File: src/rtl/ppi_pkg.sv
// ---------------------------------------------------------------------------
// ppi_pkg
// Shared definitions for the strobed peripheral interface: control-word field
// positions, channel mode and handshake-state enums, and the register map
// offsets that depend on the channel count.
// ---------------------------------------------------------------------------
package ppi_pkg;

   // Control word, config form (bit 7 = 1)
   localparam int CFG_FLAG = 7;
   localparam int CH_LSB   = 3;
   localparam int CH_W     = 3;
   localparam int INTE_BIT = 2;
   localparam int MODE_BIT = 1;
   localparam int DIR_BIT  = 0;

   // Control word, bit set/reset form (bit 7 = 0)
   localparam int BSR_IDX_LSB = 1;
   localparam int BSR_IDX_W   = 3;
   localparam int BSR_VAL_BIT = 0;

   typedef enum logic {
      MODE_BASIC   = 1'b0,
      MODE_STROBED = 1'b1
   } mode_e;

   // FULL means IBF for an input channel and OBF for an output channel
   typedef enum logic {
      IDLE = 1'b0,
      FULL = 1'b1
   } ch_state_e;

   // Control word sits right after the channel data registers, status after it
   function automatic int ctrl_ofs(input int num_ch);
      return num_ch;
   endfunction

   function automatic int stat_ofs(input int num_ch);
      return num_ch + 1;
   endfunction

endpackage

File: src/rtl/ppi_channel.sv
// ---------------------------------------------------------------------------
// ppi_channel
// One peripheral channel: configuration (mode, direction, INTE), output and
// input latches, the IDLE/FULL handshake state and STB/ACK edge detection.
//
// Ports
//   clk, rst_n       clock, synchronous active-low reset
//   cfg_we           config write for this channel (with cfg_inte/mode/dir)
//   data_we, wdata   data write commit for this channel
//   bsr_we           bit set/reset of the output latch (bsr_idx, bsr_val)
//   rd_commit        data read commit for this channel
//   port_in          device-side input data
//   stb_n, ack_n     mode 1 input strobe / output acknowledge, active-low
//   port_out         output latch
//   port_oe          high when the channel drives its port
//   buf_full, intr   IBF/OBF flag and interrupt request
//   rd_data          value a data read of this channel returns
// ---------------------------------------------------------------------------
module ppi_channel
   import ppi_pkg::*;
#(
   parameter int WIDTH = 8
) (
   input  logic                 clk,
   input  logic                 rst_n,
   input  logic                 cfg_we,
   input  logic                 cfg_inte,
   input  mode_e                cfg_mode,
   input  logic                 cfg_dir,
   input  logic                 data_we,
   input  logic [WIDTH-1:0]     wdata,
   input  logic                 bsr_we,
   input  logic [BSR_IDX_W-1:0] bsr_idx,
   input  logic                 bsr_val,
   input  logic                 rd_commit,
   input  logic [WIDTH-1:0]     port_in,
   input  logic                 stb_n,
   input  logic                 ack_n,
   output logic [WIDTH-1:0]     port_out,
   output logic                 port_oe,
   output logic                 buf_full,
   output logic                 intr,
   output logic [WIDTH-1:0]     rd_data
);

   mode_e            mode_q, mode_d;
   logic             inte_q, inte_d;
   logic             dir_q, dir_d;
   logic [WIDTH-1:0] out_q, out_d;
   logic [WIDTH-1:0] in_q, in_d;
   ch_state_e        state_q, state_d;
   logic             intr_q, intr_d;
   logic             stb_q, stb_d;
   logic             ack_q, ack_d;

   logic stb_fall, stb_rise, ack_fall, ack_rise;
   logic strobed_in, strobed_out;

   always_comb begin
      // NOTE: every signal gets a default before any branch; a path that
      // leaves one unassigned would infer a latch.
      mode_d  = mode_q;
      inte_d  = inte_q;
      dir_d   = dir_q;
      out_d   = out_q;
      in_d    = in_q;
      state_d = state_q;
      intr_d  = intr_q;
      stb_d   = stb_n;
      ack_d   = ack_n;

      stb_fall    = stb_q & ~stb_n;
      stb_rise    = ~stb_q & stb_n;
      ack_fall    = ack_q & ~ack_n;
      ack_rise    = ~ack_q & ack_n;
      strobed_in  = (mode_q == MODE_STROBED) && dir_q;
      strobed_out = (mode_q == MODE_STROBED) && !dir_q;

      if (strobed_in) begin
         if (stb_rise && (state_q == FULL) && inte_q) intr_d = 1'b1;
         if (rd_commit) begin
            state_d = IDLE;
            intr_d  = 1'b0;
         end
         // A strobe while still full is dropped, unless the CPU is emptying
         // the latch in this very cycle.
         if (stb_fall && ((state_q == IDLE) || rd_commit)) begin
            in_d    = port_in;
            state_d = FULL;
         end
      end else if (strobed_out) begin
         if (ack_fall) state_d = IDLE;
         if (ack_rise && inte_q) intr_d = 1'b1;
      end

      // Placed after the ACK handling so a coincident write keeps OBF set
      if (data_we) begin
         out_d = wdata;
         if (strobed_out) begin
            state_d = FULL;
            intr_d  = 1'b0;
         end
      end

      if (bsr_we) out_d[bsr_idx] = bsr_val;

      if (cfg_we) begin
         mode_d  = cfg_mode;
         inte_d  = cfg_inte;
         dir_d   = cfg_dir;
         out_d   = '0;
         state_d = IDLE;
         intr_d  = 1'b0;
      end
   end

   always_ff @(posedge clk) begin
      // NOTE: state registers use non-blocking assignments so every flop
      // samples the pre-edge values regardless of statement order.
      if (!rst_n) begin
         // NOTE: the input latch is reset too; it is a handful of flops, not a
         // memory array, so there is no cost argument for leaving it unreset.
         mode_q  <= MODE_BASIC;
         inte_q  <= 1'b0;
         dir_q   <= 1'b1;
         out_q   <= '0;
         in_q    <= '0;
         state_q <= IDLE;
         intr_q  <= 1'b0;
         stb_q   <= 1'b1;
         ack_q   <= 1'b1;
      end else begin
         mode_q  <= mode_d;
         inte_q  <= inte_d;
         dir_q   <= dir_d;
         out_q   <= out_d;
         in_q    <= in_d;
         state_q <= state_d;
         intr_q  <= intr_d;
         stb_q   <= stb_d;
         ack_q   <= ack_d;
      end
   end

   assign port_out = out_q;
   assign port_oe  = ~dir_q;
   assign buf_full = (state_q == FULL);
   assign intr     = intr_q;

   always_comb begin
      if (!dir_q)                      rd_data = out_q;
      else if (mode_q == MODE_STROBED) rd_data = in_q;
      else                             rd_data = port_in;
   end

endmodule

File: src/rtl/ppi_strobed_ctrl.sv
// ---------------------------------------------------------------------------
// ppi_strobed_ctrl
// Parametrised synchronous peripheral interface with NUM_CH channels, each
// basic I/O or strobed handshake I/O. Owns the CPU bus decode, write/read
// commit detection, BSR routing, status register and registered read path.
//
// Ports
//   CLK, RST            clock, synchronous active-low reset
//   CS, RD, WR          active-low bus controls; A register address
//   DIN                 CPU write data
//   DOUT, DOUT_EN       registered read data and its valid/drive enable
//   PORT_IN/PORT_OUT    device-side data, channel i at slice i
//   PORT_OE             per-channel output enable
//   STB, ACK            per-channel handshake inputs, active-low
//   BUF_FULL, INTR      per-channel IBF/OBF flag and interrupt request
// ---------------------------------------------------------------------------
module ppi_strobed_ctrl
   import ppi_pkg::*;
#(
   parameter int NUM_CH = 3,
   parameter int WIDTH  = 8,
   parameter int BSR_CH = 2,
   parameter int ADDR_W = 3
) (
   input  logic                    CLK,
   input  logic                    RST,
   input  logic                    CS,
   input  logic                    RD,
   input  logic                    WR,
   input  logic [ADDR_W-1:0]       A,
   input  logic [WIDTH-1:0]        DIN,
   output logic [WIDTH-1:0]        DOUT,
   output logic                    DOUT_EN,
   input  logic [NUM_CH*WIDTH-1:0] PORT_IN,
   output logic [NUM_CH*WIDTH-1:0] PORT_OUT,
   output logic [NUM_CH-1:0]       PORT_OE,
   input  logic [NUM_CH-1:0]       STB,
   input  logic [NUM_CH-1:0]       ACK,
   output logic [NUM_CH-1:0]       BUF_FULL,
   output logic [NUM_CH-1:0]       INTR
);

   localparam logic [ADDR_W-1:0] CTRL_ADDR = ADDR_W'(ctrl_ofs(NUM_CH));
   localparam logic [ADDR_W-1:0] STAT_ADDR = ADDR_W'(stat_ofs(NUM_CH));

   logic             rd_q, rd_d;
   logic             wr_q, wr_d;
   logic [WIDTH-1:0] dout_q, dout_d;
   logic             dout_en_q, dout_en_d;

   logic             wr_commit, rd_commit;
   logic             cfg_wr, bsr_wr;
   logic [WIDTH-1:0] status;
   logic [WIDTH-1:0] rd_mux;
   logic [WIDTH-1:0] ch_rd_data [NUM_CH];

   // Commits fire on the first low cycle of each strobe. A simultaneous WR
   // suppresses the read entirely, including its DOUT_EN window.
   assign wr_commit = ~CS & ~WR & wr_q;
   assign rd_commit = ~CS & ~RD & rd_q & WR;
   assign cfg_wr    = wr_commit && (A == CTRL_ADDR) &&  DIN[CFG_FLAG];
   assign bsr_wr    = wr_commit && (A == CTRL_ADDR) && !DIN[CFG_FLAG];

   for (genvar i = 0; i < NUM_CH; i++) begin : g_ch
      ppi_channel #(
         .WIDTH (WIDTH)
      ) u_ch (
         .clk       (CLK),
         .rst_n     (RST),
         .cfg_we    (cfg_wr && (DIN[CH_LSB +: CH_W] == CH_W'(i))),
         .cfg_inte  (DIN[INTE_BIT]),
         .cfg_mode  (mode_e'(DIN[MODE_BIT])),
         .cfg_dir   (DIN[DIR_BIT]),
         .data_we   (wr_commit && (A == ADDR_W'(i))),
         .wdata     (DIN),
         .bsr_we    (bsr_wr && (i == BSR_CH)),
         .bsr_idx   (DIN[BSR_IDX_LSB +: BSR_IDX_W]),
         .bsr_val   (DIN[BSR_VAL_BIT]),
         .rd_commit (rd_commit && (A == ADDR_W'(i))),
         .port_in   (PORT_IN[i*WIDTH +: WIDTH]),
         .stb_n     (STB[i]),
         .ack_n     (ACK[i]),
         .port_out  (PORT_OUT[i*WIDTH +: WIDTH]),
         .port_oe   (PORT_OE[i]),
         .buf_full  (BUF_FULL[i]),
         .intr      (INTR[i]),
         .rd_data   (ch_rd_data[i])
      );
   end

   always_comb begin
      status               = '0;
      status[NUM_CH-1:0]   = BUF_FULL;
      status[4 +: NUM_CH]  = INTR;

      // Control word and unmapped addresses fall through to zero
      rd_mux = '0;
      for (int i = 0; i < NUM_CH; i++) begin
         if (A == ADDR_W'(i)) rd_mux = ch_rd_data[i];
      end
      if (A == STAT_ADDR) rd_mux = status;

      rd_d      = RD;
      wr_d      = WR;
      dout_d    = rd_commit ? rd_mux : dout_q;
      dout_en_d = ~CS & ~RD & WR;
   end

   always_ff @(posedge CLK) begin
      if (!RST) begin
         rd_q      <= 1'b1;
         wr_q      <= 1'b1;
         dout_q    <= '0;
         dout_en_q <= 1'b0;
      end else begin
         rd_q      <= rd_d;
         wr_q      <= wr_d;
         dout_q    <= dout_d;
         dout_en_q <= dout_en_d;
      end
   end

   assign DOUT    = dout_q;
   assign DOUT_EN = dout_en_q;

endmodule
File: config.mk
export PLATFORM = sky130hd
export DESIGN_NAME = ppi_strobed_ctrl
export DESIGN_NICKNAME = d
export VERILOG_FILES = /design/src/rtl/ppi_pkg.sv /design/src/rtl/ppi_channel.sv /design/src/rtl/ppi_strobed_ctrl.sv
export SDC_FILE = /design/constraint.sdc
export NUM_CORES = 1
export LEC_CHECK = 0
export ABC_AREA = 1
export CORE_MARGIN = 2
export CORE_UTILIZATION = 50
export DETAILED_ROUTE_END_ITERATION = 12
export PLACE_DENSITY = 0.74
export SYNTH_ARGS = -nofsm -noshare
export SYNTH_HDL_FRONTEND = slang
export SYNTH_SLANG_ARGS = --single-unit
File: constraint.sdc
create_clock -name CLK -period 2.75 [get_ports CLK]
set_input_delay 0.55 -clock CLK [delete_from_list [all_inputs] [get_ports CLK]]
set_output_delay 0.55 -clock CLK [all_outputs]
set_load 0.01 [all_outputs]
Word-level counts from Yosys, hierarchy flattened
Index checks and enable logic that the tools add are counted.

Latch bits: 0. Bits in writable memories: 0. Register bits: 80. Word-level logic and storage cells: 182. ROM bits: 0. Memories: 0.

Shifts and indexed selects: 0. Add/subtract/negate cells: 0. Equality and inequality tests: 6. $mul: 0. Div/mod/pow operators: 0. Reductions and logical operators: 46. Bitwise operators: 40. Magnitude comparators: 2. Multiplexer cells: 57.

Operators with widths (number): $mux 8 (12); $mux 1 (43); $logic_and 1x1->1 (31); $not 1->1 (22); $and 1x1->1 (18); $eq 3x2->1 const B (3); $bwmux 8 (1); $eq 3x1->1 const B (2); $logic_not 3->1 (2); $reduce_and 2->1 (3); $reduce_or 2->1 (3); $logic_not 1->1 (4); $lt 3x4->1 const B (1); $demux 1 s3 (1); $eq 3x3->1 const B (1); $ge 3x1->1 const B (1); $logic_or 1x1->1 (3).

Logic depth before layout (Yosys ltp)
Depth after elaboration: 11. Depth in mapped cells: 10. Gate-level depth less buffers: 9.

By module
Synthesis repeated with hierarchy kept, for this count alone.

Cell total of the unflattened synthesis: 691. Area total of the unflattened synthesis: 4498.1 sq um.

Modules (own cells, without submodules): ppi_channel (seq. area each 460.4 sq um, cells an instance 190, times used 3, area an instance 1252.5 sq um); ppi_strobed_ctrl (seq. area each 220.2 sq um, cells an instance 121, times used 1, area an instance 740.7 sq um).

Worst setup path before layout
Ideal clock, no wire load.

Path kind: input -> register. From: input WR. To: register g_ch[2].u_ch.out_q[6]. Arrival time: 1.382 ns. Library setup time: 0.115 ns. Data required time: 2.635 ns. Setup slack: 1.253 ns. Stages: 9. Path buffers: 1. Path through: inv_1 -> nand3_1 -> inv_2 -> nand2_2 -> buf_2 -> nand2_1 -> nand2_1 -> a21oi_1 -> nor2_1.

Longest elaborated chain between the ends: 7.

RTL lines: start: declaration (line ppi_strobed_ctrl.sv:29) `input logic WR,`; $not 1->1 (*) (line ppi_strobed_ctrl.sv:59) `assign wr_commit = ~CS & ~WR & wr_q;`; $and 1x1->1 (*) (2 in a row) (line ppi_strobed_ctrl.sv:59); $logic_and 1x1->1 (on tied branches) (line ppi_strobed_ctrl.sv:74, ppi_strobed_ctrl.sv:61, ppi_strobed_ctrl.sv:62); $mux 8 or $logic_and 1x1->1 (tied branches) (line ppi_channel.sv:97, ppi_strobed_ctrl.sv:61); $bwmux 8 or $logic_and 1x1->1 (tied branches) (line ppi_channel.sv:105, ppi_strobed_ctrl.sv:70); $mux 8 or $reduce_or 2->1 (tied branches); end signal: assignment (line ppi_channel.sv:136) `out_q <= out_d;`; end: declaration (line ppi_channel.sv:49) `logic [WIDTH-1:0] out_q, out_d;`.

Every way passes the cells marked *; elsewhere a longest branch is shown, timed or not. A chain may end at the register's enable or synchronous reset.

Worst setup path after layout
From: input A[0]. To: register g_ch[0].u_ch.in_q[4].

Longest elaborated chain between the ends: 5.

RTL lines: start: declaration (line ppi_strobed_ctrl.sv:30) `input logic [ADDR_W-1:0] A,`; $logic_not 3->1 (line ppi_strobed_ctrl.sv:79) `.rd_commit (rd_commit && (A == ADDR_W'(i))),`; $logic_and 1x1->1 (line ppi_strobed_ctrl.sv:79); $logic_or 1x1->1 (line ppi_channel.sv:87) `if (stb_fall && ((state_q == IDLE) || rd_commit)) begin`; $logic_and 1x1->1 (line ppi_channel.sv:87); $reduce_and 2->1 (no line); end signal: assignment (line ppi_channel.sv:137) `in_q <= in_d;`; end: declaration (line ppi_channel.sv:50) `logic [WIDTH-1:0] in_q, in_d;`.

Every way passes these cells.

==> results.cfg <==
[outcome]
outcome = finished clean

[critical_path]
worst-r2r-cell-count = 5
crit-reg2reg-capture = g_ch[1].u_ch.in_q[6]
r2r_setup_slack_ns = 1.01
timing.rr.start = g_ch[1].u_ch.mode_q
crit_path_kind = in -> reg
cp-end-kind = flop
cp.arrival_ns = 2.31
cp_data_required_time_ns = 3.01
worst-path-max-fanout = 11
setup.worst_path.start_class = input pin

[final_layout]
final_net_count = 773
area.growth.synth_to_final_pct = 25.7
antenna-diode-count = 0
final_layout_size_suffix_gt1_frac = 0.0902
nFillCells = 770

[worst_hold_path]
hp-class = reg -> reg
hold_start = g_ch[2].u_ch.inte_q
timing.hold.worst_endpoint = g_ch[2].u_ch.inte_q
hold-path-cell-count = 2

[synthesis]
edff_count_synth = 0
synth_xor_area_frac = 0
synthFlopType = dfxtp_1
synth_compound_gate_area_share = 0.111
yosysWarningCount = 0
synth-simple-area-share = 0.414
avgSynthCellArea_sq_um = 6.48
netlist.area_leader.share = 0.379
postSynthCellCount = 653
synth.cell_area_sq_um = 4230
ffs_w_async_s_r_synth = 0
post_synth_fa_ha_maj_area_fraction = 0
cell_types_with_the_highest_counts_after_synthesis = nand2_1, dfxtp_1, nand3_1
synth.ff_latch_count = 80
largest_family_of_logic_cells_by_synthesized_area = simple AND/OR/NAND/NOR gates
most_numerous_cell_in_the_yosys_netlist = nand2_1
netlist.top_cell.by_area = dfxtp_1
yosys-mux-area-fraction = 0
synth_seq_area_share = 0.379
synth_cell_types = 33
cells_taking_the_most_area_after_synthesis = dfxtp_1, nand2_1, nand3_1
postSynthNetCount = 699

[grt]
grt_pass1_wl_um = 19500
global_route.usage.total = 0.277
antenna_found_initial = 0
maximum_number_of_pins_on_one_net_before_global_route_repair = 33
grt_overflow = 0
first_global_vias = 3981

[floorplan]
io-pin-count = 88
die_w_um = 96.0
die_area_sq_um = 9210
dieHeight_um = 96.0
placement_rows = 33
start_util = 0.515
floorplan.core_area_sq_um = 8220

[routing]
detailroute.via_count = 4450
drcViolationCount = 0
detail_route.wl_per_cell_um = 14.9
final_antenna_net_count = 0
vias_per_cell = 5.32
firstDrtPassIters = 5
drt-total-wl_um = 12500
first_iter_violations = 271

[cts]
cts.sink_count = 80
cts_root_buffer = clkbuf_8
longest_clk_path_bufs = 2
cts_buffers = 9
clock_latency_at_the_later_pin_of_the_worst_skew_pair_ns = 0.36
postCtsResizedCells = 0
post_cts.repair.setup_buffers = 0
path_clk_slew_ns = 0.09
cts_tree = built
cts-hold-fix-buffers = 0
clock_tree.htree_level_count = 3

[sta]
timing.final.hold_violations = 0
worst_skew_ns = 0.0116
setup-violations-final = 0
worst_slew_margin_rel = 0.620
final.setup.worst_slack_ns = 0.707
tightest_slew_ns = 0.569
rsz0062_at_grt = false
max_slew_vio_count = 0
finalCritPeriodShare = 0.743
finalHoldWorstSlack_ns = 0.455
max_freq_mhz = 489
finalWorstPathRequiredPeriod_ns = 2.04
fin_setup_tns_ns = 0

[pwr]
vdd_ir_drop_max_uv = 233
power-per-cell-area_nw_per_um2 = 447
power_leakage_nw = 2.21

[run]
max_cap_violations = 0

[placement]
port-buffer-count = 87
dp.final_hpwl_um = 9130
gp_congestion = 0.872
placement.setup.worst_slack_ns = 0.366
routing by layer:
metal,vias to the layer above,global-route usage,share of wire
met5,-,0,0
met1,1993,0.374,0.45
met4,0,0.0905,0.021
met2,199,0.444,0.46
met3,26,0.0532,0.071
li1,2232,-,-
final cells by class:
| cell class | instances | area (sq um) | area share |
|---|---|---|---|
| sequential | 80 | 1600 | 0.301 |
| clock inverter | 4 | 52.6 | 0.00988 |
| multi-input combinational | 483 | 2220 | 0.418 |
| timing repair buffer | 95 | 931 | 0.175 |
| tap | 105 | 131 | 0.0247 |
| clock buffer | 12 | 155 | 0.0292 |
| inverter | 58 | 225 | 0.0424 |
cells in the final DEF, fill, tap and decap left out, types with 2 or more instances in the layout:
master and n:
nand4_1 2, nor2_4 3, buf_4 8, o21ai_1 7, a21oi_1 45, clkbuf_8 11, inv_2 5, inv_1 47
nand3_2 3, nor2_2 2, nor3_2 3, o211ai_1 4, nor3_1 8, nor2_1 74, clkdlybuf4s50_1 87, o21a_1 4
dfxtp_1 80, nand2_4 2, clkinv_4 3, nand3_1 75, nand2_1 198, clkinv_1 4, nand2_2 13, or2_2 7
o21ai_0 27, nor3_4 2
through the flow:
stage / power (mW) / utilization / cells / cell area [sq um]
finish: 2.38 / 0.647 / 837 / 5320
global route: 2.45 / 0.647 / 837 / 5320
CTS: 2.37 / 0.647 / 837 / 5320
detailed placement: 1.47 / 0.622 / 821 / 5110
global placement: 1.47 / 0.622 / 821 / 5110
floorplan: 1.33 / - / 653 / 4230
report_power, final:
part | switching, mW | leakage, nW | internal [mW]
Combinational | 0.150 | 1.45 | 0.117
Sequential | 0.00905 | 0.648 | 1.17
Clock | 0.455 | 0.107 | 0.472
worst max-delay path by stage:
stage	from	endpoint	slack [ns]	cells after the start
final	A[0]	g_ch[0].u_ch.in_q[4]	0.71	9
after global placement	A[1]	g_ch[0].u_ch.in_q[0]	0.39	9
after CTS	g_ch[0].u_ch.dir_q	PORT_OE[0]	0.72	3
after global routing	A[1]	g_ch[0].u_ch.in_q[7]	0.52	9
after detailed placement	A[1]	g_ch[0].u_ch.in_q[4]	0.37	9
after floorplan	WR	g_ch[2].u_ch.port_out[6]	1.25	9
registers in the layout (all words and copies together) (netlist names):
register,count
g_ch.u_ch.buf_full,3
g_ch.u_ch.stb_q,3
g_ch.u_ch.in_q,24
g_ch.u_ch.inte_q,3
rd_q,1
g_ch.u_ch.mode_q,3
DOUT_EN,1
g_ch.u_ch.ack_q,3
DOUT,8
g_ch.u_ch.dir_q,3
g_ch.u_ch.intr,3
wr_q,1
g_ch.u_ch.port_out,24
worst max-delay path: stages:
cell and delay [ns]:
clkdlybuf4s50_1 0.53, nor2_1 0.22, nand2_2 0.17, inv_2 0.21
nand2_1 0.12, nand2_1 0.10, nand2_2 0.13, o21ai_0 0.21
nor2_1 0.06
cells by family (layout without fill, tap and decap cells):
logic type / after synthesis / count (layout)
compound gates: 89 / 89
buf+inv: 90 / 169
flops: 80 / 80
simple gates: 394 / 394
Note: power is estimated with default switching activity, not from simulation.
